**src/rtl/seq_accumulator_16.sv**
```systemverilog
// rtl/seq_accumulator_16.sv - burst accumulator with sticky overflow and valid/ready result port
// Optional saturation on carry-out when SEQ_ACC_SATURATE_EN is defined.
module seq_accumulator_16 #(
  parameter int WIDTH     = 16,
  parameter int NUM_TERMS = 4,
  localparam int CNT_W    = $clog2(NUM_TERMS + 1)
) (
  input  logic             clk,
  input  logic             reset_n,
  input  logic             clear,
  input  logic             in_valid,
  output logic             in_ready,
  input  logic [WIDTH-1:0] in_data,
  output logic             out_valid,
  input  logic             out_ready,
  output logic [WIDTH-1:0] out_sum,
  output logic             out_ovf,
  output logic [CNT_W-1:0] term_cnt
);

  typedef enum logic {
    ACCUM = 1'b0,
    DONE  = 1'b1
  } state_t;

  localparam logic [CNT_W-1:0] LAST_TERM = CNT_W'(NUM_TERMS - 1);

  state_t           state;
  state_t           state_next;
  logic [WIDTH-1:0] acc;
  logic             ovf;
  logic [WIDTH:0]   sum_full;
  logic [WIDTH-1:0] acc_next;
  logic             ovf_next;
  logic             beat;
  logic             last_beat;
  logic             handshake;

  assign in_ready  = (state == ACCUM);
  assign out_valid = (state == DONE);

  always_comb begin
    state_next = state;
    beat       = in_valid && (state == ACCUM);
    last_beat  = beat && (term_cnt == LAST_TERM);
    handshake  = out_ready && (state == DONE);
    sum_full   = {1'b0, acc} + {1'b0, in_data};
    ovf_next   = ovf | sum_full[WIDTH];
`ifdef SEQ_ACC_SATURATE_EN
    // Any carry so far pins the accumulator to all-ones for the rest of the burst.
    acc_next   = ovf_next ? {WIDTH{1'b1}} : sum_full[WIDTH-1:0];
`else
    acc_next   = sum_full[WIDTH-1:0];
`endif
    case (state)
      ACCUM:   if (last_beat) state_next = DONE;
      DONE:    if (handshake) state_next = ACCUM;
      default: state_next = ACCUM;
    endcase
    if (clear) state_next = ACCUM;
  end

  always_ff @(posedge clk or negedge reset_n) begin
    if (!reset_n) begin
      state <= ACCUM;
    end else begin
      state <= state_next;
    end
  end

  // out_sum/out_ovf are left untouched by clear; they only matter while out_valid=1.
  always_ff @(posedge clk or negedge reset_n) begin
    if (!reset_n) begin
      acc      <= '0;
      ovf      <= 1'b0;
      term_cnt <= '0;
      out_sum  <= '0;
      out_ovf  <= 1'b0;
    end else if (clear) begin
      acc      <= '0;
      ovf      <= 1'b0;
      term_cnt <= '0;
    end else if (beat) begin
      acc      <= acc_next;
      ovf      <= ovf_next;
      term_cnt <= term_cnt + CNT_W'(1);
      if (last_beat) begin
        out_sum <= acc_next;
        out_ovf <= ovf_next;
      end
    end else if (handshake) begin
      acc      <= '0;
      ovf      <= 1'b0;
      term_cnt <= '0;
    end
  end

endmodule

```
**config.mk**
```make
export PLATFORM = sky130hd
export DESIGN_NAME = seq_accumulator_16
export DESIGN_NICKNAME = d
export VERILOG_FILES = /design/src/rtl/seq_accumulator_16.sv
export SDC_FILE = /design/constraint.sdc
export NUM_CORES = 1
export LEC_CHECK = 0
export CAP_MARGIN = 20
export CORE_UTILIZATION = 56
export DETAILED_ROUTE_END_ITERATION = 7
export PLACE_DENSITY = 0.85
export SYNTH_ARGS = -nofsm -noshare
export SYNTH_HDL_FRONTEND = slang
export SYNTH_SLANG_ARGS = --single-unit
```
**constraint.sdc**
```tcl
create_clock -name clk -period 6.1 [get_ports clk]
set_input_delay 1.22 -clock clk [delete_from_list [all_inputs] [get_ports clk]]
set_output_delay 1.22 -clock clk [all_outputs]
set_load 0.03 [all_outputs]
```
==> impl_metrics.xml, run 1 <==
<?xml version="1.0" encoding="UTF-8"?>
<metrics>
  <group name="die">
    <metric name="core-area" unit="µm²">3720</metric>
    <metric name="floorplan.die_area" unit="µm²">4180</metric>
    <metric name="floorplan.initialDensity" unit="%">59.2</metric>
    <metric name="core.rowCount" unit="">22</metric>
    <metric name="die_height" unit="µm">64.7</metric>
    <metric name="ioPinCount" unit="">43</metric>
    <metric name="chipWidth" unit="µm">64.7</metric>
  </group>
  <group name="cells_and_area">
    <metric name="post_route_cells_drive_above_1_share" unit="%">7.35</metric>
    <metric name="multi_input_area" unit="µm²">1210</metric>
    <metric name="antenna_cells" unit="">0</metric>
    <metric name="design.final.nets" unit="">311</metric>
    <metric name="final_core_util" unit="%">73.8</metric>
    <metric name="area_growth" unit="%">24.6</metric>
    <metric name="fillers" unit="">276</metric>
    <metric name="most-common-layout-cells" unit="">41 x clkdlybuf4s50_1, 38 x dfrtp_1, 35 x nand2_1</metric>
    <metric name="ff_latch_area" unit="µm²">951</metric>
    <metric name="mostFrequentLayoutCell" unit="">clkdlybuf4s50_1</metric>
  </group>
  <group name="place">
    <metric name="gpl.final_weighted_congestion" unit="">0.912</metric>
    <metric name="dpl.hpwl" unit="µm">3580</metric>
    <metric name="io_buffers" unit="">42</metric>
    <metric name="dp_slack" unit="ns">2.43</metric>
  </group>
  <group name="clock_tree">
    <metric name="hold_buffers" unit="">0</metric>
    <metric name="cts_buffers" unit="">5</metric>
    <metric name="clkLatencyLatePin" unit="ns">0.28</metric>
    <metric name="tritoncts_clock_tree" unit="">yes</metric>
    <metric name="cts_sinks" unit="">38</metric>
    <metric name="cts_resized" unit="">0</metric>
    <metric name="clock_pin_slew_on_the_worst_setup_and_hold_paths" unit="ns">0.07</metric>
    <metric name="post_cts_buffers" unit="">0</metric>
    <metric name="cts_root_buffer" unit="">clkbuf_8</metric>
    <metric name="clockBufferDepth" unit="">2</metric>
    <metric name="cts.htree.levels" unit="">2</metric>
  </group>
  <group name="timing">
    <metric name="slew_headroom" unit="%">36.3</metric>
    <metric name="clock.fmax" unit="GHz">0.296</metric>
    <metric name="postLayoutSetupSlackWorst" unit="ns">2.72</metric>
    <metric name="hold_violations" unit="">0</metric>
    <metric name="fin_setup_tns" unit="ns">0</metric>
    <metric name="slew_worst_pin" unit="ns">0.950</metric>
    <metric name="total_of_endpoints_with_negative_setup_slack_in_the_final_report" unit="">0</metric>
    <metric name="finalMaxSlewViolations" unit="">0</metric>
    <metric name="clock_skew" unit="ns">0.00480</metric>
    <metric name="grt_setup_unrepaired" unit="">false</metric>
    <metric name="period_share" unit="%">55.5</metric>
    <metric name="post-route-min-period" unit="ns">3.38</metric>
  </group>
  <group name="setup_path">
    <metric name="critical_path.top_delay_family" unit="">simple AND/OR/NAND/NOR gates</metric>
    <metric name="critical-path-slowest-cell" unit="">nand2_1</metric>
    <metric name="stage_delay_of_the_slowest_cell_on_the_critical_path" unit="ns">0.64</metric>
    <metric name="ff2ff_path_depth" unit="">8</metric>
    <metric name="crit_path_end_kind" unit="">flop</metric>
    <metric name="crit_required" unit="ns">6.27</metric>
    <metric name="worst_ep_arrival" unit="ns">3.56</metric>
    <metric name="worstPathMaxFanout" unit="">31</metric>
    <metric name="reg2reg_setup_slack" unit="ns">3.77</metric>
    <metric name="worst_setup_start_kind" unit="">input port</metric>
    <metric name="timing.critical_path.cells" unit="">clkdlybuf4s50_1 -&gt; nor3b_4 -&gt; nand2_1 -&gt; mux2_1 -&gt; a211o_1</metric>
    <metric name="r2r_start" unit="">acc[0]</metric>
    <metric name="timing.critical_path.buf_inv" unit="">1</metric>
    <metric name="path_class" unit="">input port to flop</metric>
    <metric name="crit-reg2reg-capture" unit="">acc[10]</metric>
  </group>
  <group name="route">
    <metric name="route.vias.total" unit="">1872</metric>
    <metric name="wl_per_cell" unit="µm">15.2</metric>
    <metric name="residual_antenna_violating_net_count_after_detailed_routing" unit="">0</metric>
    <metric name="avgViaCountPerCell" unit="">5.85</metric>
    <metric name="detail_route.iter0.violations" unit="">101</metric>
    <metric name="first_pass_iteration_count_of_the_detailed_router" unit="">4</metric>
    <metric name="detail_route.drc_violations" unit="">0</metric>
    <metric name="totalWireLength" unit="µm">4860</metric>
  </group>
  <group name="synth">
    <metric name="synth-seq-area-share" unit="%">43.2</metric>
    <metric name="synth-simple-area-share" unit="%">15.4</metric>
    <metric name="synth_area_in_compound_gates" unit="%">22.1</metric>
    <metric name="synth-async-reset-ratio" unit="%">100</metric>
    <metric name="synth_xor_area_share" unit="%">4.78</metric>
    <metric name="mappedNetlistNets" unit="">268</metric>
    <metric name="syn-cell-area" unit="µm²">2200</metric>
    <metric name="unique_cell_type_count_in_the_yosys_netlist" unit="">44</metric>
    <metric name="yosys_reg_bits" unit="">38</metric>
    <metric name="synth-main-ff-cell" unit="">dfrtp_1</metric>
    <metric name="synth.avg_cell_area" unit="µm²">9.65</metric>
    <metric name="post_synth_mux_area_share" unit="%">1.54</metric>
    <metric name="largest_family_of_logic_cells_by_synthesized_area" unit="">compound AO/OA/AOI/OAI gates</metric>
    <metric name="synth_enable_flop_cells" unit="">0</metric>
    <metric name="syn-instance-count" unit="">228</metric>
    <metric name="synth_area_in_adders" unit="%">11.1</metric>
    <metric name="synthesis.yosys.warnings" unit="">0</metric>
  </group>
  <group name="pwr">
    <metric name="peakVddDrop" unit="V">0.000210</metric>
    <metric name="power_density" unit="nW/µm²">304</metric>
    <metric name="p_leak" unit="nW">1.23</metric>
  </group>
  <group name="worst_hold_path">
    <metric name="hp-class" unit="">flop to flop</metric>
    <metric name="holdCritStartpoint" unit="">out_sum[8]</metric>
    <metric name="hold_path_depth" unit="">2</metric>
    <metric name="hold-path-endpoint" unit="">out_sum[8]</metric>
  </group>
  <group name="global_routing">
    <metric name="antenna_found_initial" unit="">0</metric>
    <metric name="grt.total_usage" unit="%">25.7</metric>
    <metric name="grt_first_pass_wirelength" unit="µm">8290</metric>
    <metric name="pin_count_of_the_biggest_net_entering_global_routing" unit="">39</metric>
    <metric name="final_global_route_overflow_total" unit="">0</metric>
    <metric name="first_global_vias" unit="">1853</metric>
  </group>
  <group name="run_status">
    <metric name="status" unit="">finished clean</metric>
  </group>
  <group name="flow_run">
    <metric name="cap_violations" unit="">0</metric>
  </group>
</metrics>
how the worst max path moves through the flow:
stage                from          end  slack [ns]  depth (start not counted)
2_1_floorplan  in_data[0]      acc[10]        3.19                          8
3_3_place_gp     in_valid  out_sum[14]        2.50                          5
3_5_place_dp     in_valid  out_sum[14]        2.43                          5
4_1_cts          in_valid  out_sum[14]        2.73                          5
5_1_grt          in_valid  out_sum[14]        2.51                          5
6_report         in_valid  out_sum[14]        2.72                          5
power by group:
part / total, mW / internal (mW) / switching (mW)
combinational: 0.337 / 0.142 / 0.196
clock: 0.175 / 0.0911 / 0.0843
sequential: 0.322 / 0.296 / 0.0255
total: 0.835 / 0.529 / 0.305
sequential cells by signal, summed over array words and instances (netlist names):
register and cells:
acc 16, out_sum 16, term_cnt 3, out_ovf 1, out_valid 1, ovf 1
through the flow:
stage          hold slack (ns)  power (mW)  std cells  instance area, µm²
3_5_place_dp             0.475       0.661        312                2650
4_1_cts                  0.491       0.837        320                2740
5_1_grt                  0.521       0.884        320                2740
2_1_floorplan            0.454       0.545        228                2200
6_report                 0.481       0.835        320                2740
3_3_place_gp             0.462       0.653        312                2650
tightest hold or removal path, delay by kind of cell, from the launching register on:
kind / cells / cell delay [ns]
DFF: 1 / 0.35
AOI/OAI and AO/OA: 1 / 0.06
and+or+nand+nor: 1 / 0.04
kinds of logic (layout without fill, tap and decap cells):
| logic type | Yosys count | count (layout) |
|---|---|---|
| compound gates | 74 | 74 |
| flops | 38 | 38 |
| buf+inv | 10 | 54 |
| simple gates | 72 | 72 |
| xor+xnor | 12 | 12 |
| fa+ha+maj | 19 | 19 |
| mux | 3 | 3 |
routing by layer:
| layer | track usage (%) | part of all wire (%) |
|---|---|---|
| met1 | 33.4 | 46 |
| met3 | 3.70 | 3.5 |
| met4 | 7.50 | 1.1 |
| met5 | 0 | 0 |
| met2 | 44.5 | 49 |
final cells by class:
type                    instances  area share, %
repair buffers                 42           15.2
well taps                      48           2.19
clock buffers                   7           3.15
flip-flops and latches         38           34.7
clock inverters                 1          0.183
inverters                       4          0.548
multi-input cells             180           44.1
cells in the mapped netlist (2+ instances only):
cell type	count	area share, %
o21a_1	3	1.0
clkbuf_1	4	0.68
nor2_1	12	2.0
xor2_1	4	1.6
a211o_1	2	0.80
o211ai_2	2	1.1
inv_1	3	0.51
nand4_1	2	0.57
mux2_1	3	1.5
a22o_1	4	1.6
nand2_1	35	6.0
a21o_1	2	0.68
a21oi_1	9	2.0
buf_2	2	0.46
o21ai_1	11	2.5
a21oi_2	2	0.80
o21bai_1	3	1.0
dfrtp_1	38	43
nand3_1	7	1.6
ha_1	18	10
xnor2_1	8	3.2
a31oi_1	6	1.7
o21ai_0	22	5.0
nor2b_1	2	0.57
nor3_1	5	1.1
No activity file was read; power rests on OpenSTA's default activity.
==> run 2, diff against run 1 <==
- CORE_UTILIZATION: 56 -> 52
- PLACE_DENSITY: 0.85 -> 0.8
- clock period: 6.1 -> 3.2 ns (I/O delays scaled with it)
==> impl_metrics.xml, run 2 (synthesis results as in run 1) <==
<?xml version="1.0" encoding="UTF-8"?>
<metrics>
  <group name="timing">
    <metric name="finalMaxSlewViolations" unit="">0</metric>
    <metric name="post-route-min-period" unit="ns">2.65</metric>
    <metric name="clock.fmax" unit="GHz">0.378</metric>
    <metric name="grt_setup_unrepaired" unit="">false</metric>
    <metric name="hold_violations" unit="">0</metric>
    <metric name="period_share" unit="%">82.8</metric>
    <metric name="total_of_endpoints_with_negative_setup_slack_in_the_final_report" unit="">0</metric>
    <metric name="fin_setup_tns" unit="ns">0</metric>
    <metric name="clock_skew" unit="ns">0.00954</metric>
    <metric name="slew_headroom" unit="%">44.0</metric>
    <metric name="slew_worst_pin" unit="ns">0.840</metric>
  </group>
  <group name="die">
    <metric name="die_height" unit="µm">67.0</metric>
    <metric name="core.rowCount" unit="">23</metric>
    <metric name="floorplan.initialDensity" unit="%">54.6</metric>
    <metric name="floorplan.die_area" unit="µm²">4490</metric>
    <metric name="core-area" unit="µm²">4030</metric>
    <metric name="ioPinCount" unit="">43</metric>
    <metric name="chipWidth" unit="µm">67.0</metric>
  </group>
  <group name="setup_path">
    <metric name="worst_ep_arrival" unit="ns">2.82</metric>
    <metric name="cp-startpoint" unit="">in_data[0]</metric>
    <metric name="r2r_start" unit="">acc[0]</metric>
    <metric name="path_class" unit="">input port to flop</metric>
    <metric name="crit_required" unit="ns">3.37</metric>
    <metric name="worst_setup_start_kind" unit="">input port</metric>
    <metric name="worstPathMaxFanout" unit="">2</metric>
    <metric name="crit_path_end_kind" unit="">flop</metric>
    <metric name="ff2ff_path_depth" unit="">8</metric>
  </group>
  <group name="clock_tree">
    <metric name="clockBufferDepth" unit="">2</metric>
    <metric name="post_cts_buffers" unit="">0</metric>
    <metric name="cts_resized" unit="">0</metric>
    <metric name="clock_pin_slew_on_the_worst_setup_and_hold_paths" unit="ns">0.08</metric>
    <metric name="tritoncts_clock_tree" unit="">yes</metric>
    <metric name="hold_buffers" unit="">0</metric>
    <metric name="cts_sinks" unit="">38</metric>
    <metric name="cts_buffers" unit="">5</metric>
    <metric name="clkLatencyLatePin" unit="ns">0.30</metric>
    <metric name="cts.htree.levels" unit="">2</metric>
    <metric name="cts_root_buffer" unit="">clkbuf_8</metric>
  </group>
  <group name="route">
    <metric name="totalWireLength" unit="µm">4740</metric>
    <metric name="routed-wl-met3" unit="µm">241</metric>
    <metric name="avgViaCountPerCell" unit="">5.67</metric>
    <metric name="top_layer" unit="">met4</metric>
    <metric name="first_pass_iteration_count_of_the_detailed_router" unit="">4</metric>
    <metric name="met1_length" unit="µm">2130</metric>
    <metric name="wl_per_cell" unit="µm">14.6</metric>
    <metric name="detail_route.iter0.violations" unit="">109</metric>
    <metric name="detail_route.drc_violations" unit="">0</metric>
    <metric name="routed_wire_length_on_met2" unit="µm">2310</metric>
    <metric name="route.vias.total" unit="">1844</metric>
    <metric name="residual_antenna_violating_net_count_after_detailed_routing" unit="">0</metric>
  </group>
  <group name="pwr">
    <metric name="power.net_switching" unit="µW">596</metric>
    <metric name="sequentialPowerShare" unit="%">35.1</metric>
    <metric name="power_frac_clock" unit="%">28.3</metric>
    <metric name="comb_power_share" unit="%">36.6</metric>
    <metric name="swShare" unit="%">34.2</metric>
    <metric name="power_density" unit="nW/µm²">620</metric>
    <metric name="p_total" unit="mW">1.74</metric>
    <metric name="p_int" unit="mW">1.15</metric>
    <metric name="p_leak" unit="nW">1.26</metric>
    <metric name="peakVddDrop" unit="V">0.000275</metric>
  </group>
  <group name="cells_and_area">
    <metric name="fillers" unit="">327</metric>
    <metric name="design.final.nets" unit="">314</metric>
    <metric name="finalInstanceArea" unit="µm²">2810</metric>
    <metric name="area_growth" unit="%">27.9</metric>
    <metric name="post_route_cells_drive_above_1_share" unit="%">8.73</metric>
    <metric name="most-common-layout-cells" unit="">41 x clkdlybuf4s50_1, 38 x dfrtp_1, 35 x nand2_1</metric>
    <metric name="biggestRegsByFlops" unit="">acc x16, out_sum x16, term_cnt x3</metric>
    <metric name="antenna_cells" unit="">0</metric>
    <metric name="mostFrequentLayoutCell" unit="">clkdlybuf4s50_1</metric>
  </group>
  <group name="flow_run">
    <metric name="cap_violations" unit="">0</metric>
  </group>
  <group name="global_routing">
    <metric name="pin_count_of_the_biggest_net_entering_global_routing" unit="">39</metric>
    <metric name="grt.total_usage" unit="%">23.9</metric>
    <metric name="final_global_route_overflow_total" unit="">0</metric>
    <metric name="grt_first_pass_wirelength" unit="µm">7880</metric>
    <metric name="antenna_found_initial" unit="">0</metric>
    <metric name="first_global_vias" unit="">1776</metric>
  </group>
  <group name="place">
    <metric name="dpl.hpwl" unit="µm">3470</metric>
    <metric name="dpl-instance-area" unit="µm²">2680</metric>
    <metric name="io_buffers" unit="">42</metric>
    <metric name="gpl.final_weighted_congestion" unit="">0.864</metric>
  </group>
  <group name="run_status">
    <metric name="status" unit="">finished clean</metric>
  </group>
  <group name="worst_hold_path">
    <metric name="hp-class" unit="">input port to asynchronous set/reset pin</metric>
  </group>
</metrics>
## run 2: cell count changes in the layout (fill, tap and decap cells not counted), sizes merged
cell | previous run | this run
buf | 1 | 4
clkbuf | 7 | 5
bufinv | 0 | 2
## run 2: power by group through the flow
stage               sequential [mW]  clock [mW]  combinational [mW]
floorplan                     0.718           0               0.320
global placement              0.619           0               0.627
detailed placement            0.621           0               0.637
CTS                           0.613       0.501               0.640
global route                  0.623       0.518               0.700
finish                        0.612       0.494               0.637
## run 2: final cells by class
cell class                 instances  area (µm²)  share of cell area (%)
timing repair buffer              45         438                    15.6
clock inverter                     3        68.8                    2.45
clock buffer                       5        68.8                    2.45
tap                               50        62.6                    2.22
inverter                           4        15.0                   0.534
sequential                        38         951                    33.8
multi-input combinational        180        1210                    43.0
## run 2: final timing paths
check / slack [ns] / endpoint
max: 0.55 / out_sum[10]
min in group clk: 0.48 / out_sum[8]
max in group asynchronous: 2.23 / acc[14]
max reg2reg: 0.94 / out_sum[10]
min reg2reg: 0.48 / out_sum[8]
min: 0.43 / term_cnt[0]
## run 2: metrics by stage
stage | worst slack, ns | std cells | hold slack [ns] | utilization, %
global route | 0.394 | 325 | 0.514 | 69.8
floorplan | 0.869 | 228 | 0.344 | -
finish | 0.551 | 325 | 0.429 | 69.8
CTS | 0.522 | 325 | 0.473 | 69.8
detailed placement | 0.207 | 317 | 0.469 | 66.4
global placement | 0.267 | 317 | 0.461 | 66.4
## run 2: critical path, stage by stage
cell and delay [ns]:
clkdlybuf4s50_1 0.42, ha_1 0.23, fa_1 0.42, a21oi_1 0.19, o21ai_1 0.11, o32ai_1 0.34
o21a_1 0.17, xor2_1 0.19, o21ai_0 0.10
## run 2: metal layers
layer / vias up / global-route usage (%)
li1: 915 / -
met2: 49 / 39.6
met1: 874 / 30.6
met4: 0 / 7.18
met3: 6 / 5.14
met5: - / 0
